--- config.mk ---
export PLATFORM = sky130hd
export DESIGN_NAME = intc
export DESIGN_NICKNAME = d
export VERILOG_FILES = /design/src/rtl/intc.sv
export SDC_FILE = /design/constraint.sdc
export NUM_CORES = 1
export LEC_CHECK = 0
export BUFFER_PORTS_ARGS = -buffer_cell sky130_fd_sc_hd__buf_2
export CORE_ASPECT_RATIO = 1.1
export CORE_UTILIZATION = 50
export DETAILED_ROUTE_END_ITERATION = 16
export HOLD_SLACK_MARGIN = 0.06
export PLACE_DENSITY_LB_ADDON = 0.08
export SYNTH_ARGS = -nofsm -noshare
export SYNTH_HDL_FRONTEND = slang
export SYNTH_SLANG_ARGS = --single-unit
--- constraint.sdc ---
create_clock -name clk_i -period 2.83 [get_ports clk_i]
set_input_delay 0.566 -clock clk_i [delete_from_list [all_inputs] [get_ports clk_i]]
set_output_delay 0.566 -clock clk_i [all_outputs]
set_load 0.05 [all_outputs]
--- src/rtl/intc.sv ---
// intc: registered interrupt controller in front of the bexkat2 CPU.
// Captures the seven system interrupt sources (level or rising-edge), masks
// them, priority-encodes them into the CPU's 3-bit interrupt vector and exposes
// PENDING / MASK / EDGE / VECTOR registers through a small Wishbone slave.
module intc #(
  parameter int NSRC = 7
) (
  input  logic            clk_i,
  input  logic            rst_n,
  input  logic [NSRC-1:0] src_i,
  input  logic            int_en,
  output logic [2:0]      cpu_interrupt,
  input  logic [1:0]      adr_i,
  input  logic [31:0]     dat_i,
  output logic [31:0]     dat_o,
  input  logic            we_i,
  input  logic [3:0]      sel_i,
  input  logic            stb_i,
  input  logic            cyc_i,
  output logic            ack_o
);

  localparam logic [1:0] ADR_PENDING = 2'd0;
  localparam logic [1:0] ADR_MASK    = 2'd1;
  localparam logic [1:0] ADR_EDGE    = 2'd2;
  localparam logic [1:0] ADR_VECTOR  = 2'd3;

  // Source state and software-visible registers.
  logic [NSRC-1:0] prev;
  logic [NSRC-1:0] latch;
  logic [NSRC-1:0] mask;
  logic [NSRC-1:0] edge_mode;

  // Combinational views derived from the registers above.
  logic [NSRC-1:0] pending;
  logic [NSRC-1:0] act;
  logic [NSRC-1:0] rise;
  logic [NSRC-1:0] clr;
  logic [NSRC-1:0] latch_next;
  logic [2:0]      vec_next;
  logic [31:0]     rd_data;

  // Bus decode.
  logic access;
  logic wr_en;
  logic wr_pending;
  logic wr_mask;
  logic wr_edge;

  // Upper data bits and byte lanes 3..1 carry nothing for this block.
  logic unused_bits;
  assign unused_bits = ^{dat_i[31:NSRC], sel_i[3:1]};

  // Fixed priority: mmu_fault first, then io 5..2, then io 1 and io 0 which
  // map to vectors 6 and 7 for compatibility with the old top-level encoder.
  function automatic logic [2:0] encode(input logic [NSRC-1:0] a);
    logic [2:0] v;
    v = 3'd0;
    if (a[6])      v = 3'd1;
    else if (a[5]) v = 3'd5;
    else if (a[4]) v = 3'd4;
    else if (a[3]) v = 3'd3;
    else if (a[2]) v = 3'd2;
    else if (a[1]) v = 3'd6;
    else if (a[0]) v = 3'd7;
    return v;
  endfunction

  // An access is accepted on the edge that raises ack; a held strobe
  // therefore produces one transfer every other cycle.
  assign access     = stb_i & cyc_i & ~ack_o;
  assign wr_en      = access & we_i & sel_i[0];
  assign wr_pending = wr_en & (adr_i == ADR_PENDING);
  assign wr_mask    = wr_en & (adr_i == ADR_MASK);
  assign wr_edge    = wr_en & (adr_i == ADR_EDGE);

  // Pending view, masking, edge detect and latch update (set beats clear).
  always_comb begin
    rise       = src_i & ~prev;
    clr        = wr_pending ? dat_i[NSRC-1:0] : '0;
    latch_next = (latch & ~clr) | rise;
    for (int i = 0; i < NSRC; i++) begin
      pending[i] = edge_mode[i] ? latch[i] : src_i[i];
    end
    act      = pending & mask;
    vec_next = int_en ? encode(act) : 3'd0;
  end

  // Read mux, sampled into dat_o when an access is accepted.
  always_comb begin
    rd_data = 32'd0;
    case (adr_i)
      ADR_PENDING: rd_data[NSRC-1:0] = pending;
      ADR_MASK:    rd_data[NSRC-1:0] = mask;
      ADR_EDGE:    rd_data[NSRC-1:0] = edge_mode;
      ADR_VECTOR:  rd_data[2:0]      = cpu_interrupt;
      default:     rd_data           = 32'd0;
    endcase
  end

  // Previous-sample register and edge latches; prev resets to 0 so a source
  // already high when reset releases is seen as a rising edge.
  always_ff @(posedge clk_i or negedge rst_n) begin
    if (!rst_n) begin
      prev  <= '0;
      latch <= '0;
    end else begin
      prev  <= src_i;
      latch <= latch_next;
    end
  end

  // Software MASK and EDGE registers; writes commit on the ack edge.
  always_ff @(posedge clk_i or negedge rst_n) begin
    if (!rst_n) begin
      mask      <= '1;
      edge_mode <= '0;
    end else begin
      if (wr_mask) mask      <= dat_i[NSRC-1:0];
      if (wr_edge) edge_mode <= dat_i[NSRC-1:0];
    end
  end

  // Wishbone acknowledge and registered read data (held until next access).
  always_ff @(posedge clk_i or negedge rst_n) begin
    if (!rst_n) begin
      ack_o <= 1'b0;
      dat_o <= 32'd0;
    end else begin
      ack_o <= access;
      if (access) dat_o <= rd_data;
    end
  end

  // Registered vector to the CPU, forced to 0 while interrupts are disabled.
  always_ff @(posedge clk_i or negedge rst_n) begin
    if (!rst_n) begin
      cpu_interrupt <= 3'd0;
    end else begin
      cpu_interrupt <= vec_next;
    end
  end

endmodule

Yosys cells after proc, flatten, opt, wreduce, memory -nomap -nowiden
Index checks and enable logic that the tools add are counted.

storage, ports and cells
  bits in registers = 39
  bits in latches = 0
  RAM bits = 0
  bits in read-only memories = 0
  input bits = 51
  output and inout bits = 36
  word-level logic and storage cells = 43
  memories = 0

operators by class
  $add $sub $neg = 0
  multiply operators = 0
  divide/modulo/power cells = 0
  order comparisons = 0
  eq/ne operators = 3
  shift operators = 0
  multiplexer cells = 18
  bitwise logic cells = 14
  reduce and logical (&&, ||, !) cells = 1

operators with widths
  cell                                                              number
  3-bit 2-to-1 mux                                                  8
  7-bit AND                                                         3
  7-bit NOT                                                         2
  3-bit case mux with 4 select lines                                1
  4-bit case mux with 3 select lines                                1
  1-bit AND                                                         7
  1-bit 2-to-1 mux                                                  7
  7-bit 2-to-1 mux                                                  1
  7-bit bitwise OR                                                  1
  2-bit == test (second input constant)                             2
  2-bit by 1-bit == test with 1-bit output (second input constant)  1
  2-bit zero test                                                   1
  1-bit NOT                                                         1

Longest topological paths before layout
  word-level depth = 10
  mapped depth = 5
  depth with buffers taken out = 5

Worst setup path before layout
No wires, ideal clock.

  kind = register to register
  start point = reg ack_o
  end point = reg edge_mode[0]
  setup time = 125 ps
  data arrival time = 1610 ps
  data required time = 2705 ps
  path slack = 1095 ps
  stages on the path, launching flop included = 6
  path buffers = 0
  clock period less this slack = 1735 ps
  cells stage by stage = dfrtp_1 nand3b_4 inv_2 nand3_4 nor3_4 mux2_2

on the way
  word-level cells in the longest chain between the ends = 5

RTL lines
  element                   RTL line  source
  start: declaration        20        output logic ack_o
  start signal: assignment  130       ack_o <= access;
  1-bit NOT                 71        assign access = stb_i & cyc_i & ~ack_o;
  1-bit AND                 71
  1-bit AND (2 in a row)    72        assign wr_en = access & we_i & sel_i[0];
  1-bit AND                 75        assign wr_edge = wr_en & (adr_i == ADR_EDGE);
  end signal: assignment    120       if (wr_edge) edge_mode <= dat_i[NSRC-1:0];
  end: declaration          32        logic [NSRC-1:0] edge_mode;

No other way between the ends.
A chain may end at the register's enable or synchronous reset.

Worst setup path after layout
Ends and elaborated chain as after synthesis.

==> results.json <==
{
  "min_period_over_period": 0.648,
  "track_usage": 0.192,
  "skew_ps": 6.31,
  "area_growth_pct": 9.70,
  "dr.pass1.iters": 4,
  "synthCells": 177,
  "max_freq_mhz": 545,
  "clock_sink_count": 39,
  "hold_path.class": "in2async",
  "place_congestion": 0.724,
  "criticalPathCategory": "reg2reg",
  "drive_gt1_frac": 0.343,
  "tightest_slew_ps": 830,
  "drtIter0Drc": 40,
  "final_common_cell": "buf_2",
  "ys_ff_latch": 39,
  "final.setup.tns_ps": 0,
  "numCtsBuffers": 5,
  "crit_arrival_ps": 2000,
  "powerDensity_mw_per_mm2": 659,
  "hold_ws_ps": 380,
  "synth_top_area_frac": 0.403,
  "antenna_found_initial": 0,
  "routed-via-count": 1307,
  "finalNetCount": 264,
  "status": "complete, no violations",
  "cts_root_buf": "clkbuf_8",
  "ys.flop_type": "dfrtp_1",
  "ios": 87,
  "rsz0062_at_grt": "false",
  "fin_crit_ps": 1830,
  "ys_seq_area_frac": 0.496,
  "synth_edf_count": 0,
  "drc": 0,
  "drv_slew": 0,
  "grt_pass1_vias": 1192,
  "post_dp_cell_area_sq_mm": 0.00210,
  "cp-start-kind": "flop",
  "clk_pin_slew_ps": 70,
  "grt_pass1_wl_microns": 5670,
  "cts_tree": "built",
  "leakage_nw": 1.06,
  "setup_viol": 0,
  "slew_headroom": 0.447,
  "die_area_sq_mm": 0.00423,
  "rows": 23,
  "final_util": 0.587,
  "post_drt_wl_per_cell_microns": 13.6,
  "ys.warnings.count": 0,
  "via_per_inst": 4.97,
  "worstRegToRegCells": 5,
  "ant_nets": 0,
  "final_cell_mix": "buf_2, dfrtp_1, nand2_1, conb_1, mux2_2",
  "grt.overflow.total": 0,
  "clk_latency_ps": 280,
  "core-area_sq_mm": 0.00371,
  "hold_viol": 0,
  "fp.dieH_microns": 68.1,
  "end_kind": "flop",
  "synthesis.area_sq_mm": 0.00199,
  "clock_path_buffers": 2,
  "pre_cts_slack_ps": 744,
  "synth-async-reset-ratio": 1.00,
  "postCtsHoldBufs": 0,
  "die_w_microns": 62.1,
  "totalWireLength_microns": 3570,
  "fin_ws_ps": 996,
  "post-dp-hpwl_microns": 2600,
  "avgSynthCellArea_sq_um": 11.2,
  "required_ps": 2990,
  "grt_start_max_net_pins": 40,
  "initial_utilization": 0.535,
  "cts_resized": 0,
  "synthDistinctLibCells": 33,
  "postCtsSetupBuffers": 0,
  "port_buffers": 33,
  "final_area_sq_mm": 0.00218,
  "synthTopCellsByArea": "dfrtp_1, buf_4, dfstp_2",
  "synth_top_area_cell": "dfrtp_1",
  "num_antenna_cells": 0,
  "h-tree-depth": 2,
  "drv_cap": 0,
  "crit_fanout": 12,
  "ir_drop_mv": 0.369
}
==> worst max-delay path: stages, from the launching register on <==
cell and delay [ps]:
dfrtp_1 380, nand3b_4 200, inv_2 210, nand3_4 120
nor3_4 410, mux2_2 400
==> cells in the mapped netlist (2+ instances only) <==
cell / count
mux4_2: 2
dfstp_2: 7
inv_2: 3
mux2_2: 16
mux2i_1: 2
a31oi_1: 5
mux2_1: 2
buf_4: 25
nand2b_1: 3
nand2_1: 31
nor3_4: 2
o211ai_1: 4
o21ai_0: 6
buf_2: 2
a21bo_2: 2
a21oi_1: 2
a22o_1: 7
inv_1: 7
nor2_1: 4
dfrtp_1: 32
==> kinds of logic (layout without fill, tap and decap cells) <==
group,count (synthesis),after routing,synth area share
mux,22,22,0.135
flops,39,39,0.496
compound gates,30,30,0.110
simple gates,47,47,0.137
other cells,1,25,0.00189
buf+inv,38,50,0.120
==> final cells by class <==
type / count / area, sq um
Sequential cell: 39 / 985
Inverter: 10 / 37.5
Multi-Input combinational cell: 124 / 852
Fill cell: 332 / 1530
Tap cell: 50 / 62.6
Timing Repair Buffer: 33 / 165
Clock buffer: 7 / 76.3
==> registers in the layout, indices dropped and copies added (netlist names) <==
signal / flops
prev: 7
cpu_interrupt: 3
dat_o: 7
mask: 7
edge_mode: 7
ack_o: 1
latch: 7
==> power by group <==
group | leakage [nW] | internal (W) | switching, W
sequential | 0.446 | 0.000643 | 0.0000484
combinational | 0.572 | 0.000123 | 0.000282
clock | 0.0383 | 0.000169 | 0.000169
==> stage by stage <==
| stage | cells | power (W) |
|---|---|---|
| floorplan | 201 | 0.00104 |
| global placement | 256 | 0.00110 |
| detailed placement | 256 | 0.00111 |
| CTS | 263 | 0.00145 |
| global route | 263 | 0.00152 |
| finish | 263 | 0.00144 |
==> routing by layer <==
layer | up-vias | share of wire | routed length (microns) | global-route usage
met5 | - | 0 | 0 | 0
met4 | 0 | 0.017 | 60 | 0.0833
met3 | 8 | 0.039 | 140 | 0.0416
met2 | 45 | 0.50 | 1780 | 0.322
met1 | 620 | 0.44 | 1590 | 0.236
li1 | 634 | - | - | -
==> path summary, 6_finish.rpt <==
kind                                      start                        to  slack, ps
setup / recovery                ack_o$_DFF_PN0_  edge_mode[0]$_DFFE_PN0P_       1000
hold / removal                            rst_n  edge_mode[6]$_DFFE_PN0P_        380
setup reg to reg                ack_o$_DFF_PN0_  edge_mode[0]$_DFFE_PN0P_       1000
hold reg to reg            dat_o[1]$_DFFE_PN0N_      dat_o[1]$_DFFE_PN0N_        480
max in group asynchronous                 rst_n         prev[1]$_DFF_PN0_       1920
min in group clk_i                     src_i[2]         prev[2]$_DFF_PN0_        410
No activity file was read; power rests on OpenSTA's default activity.
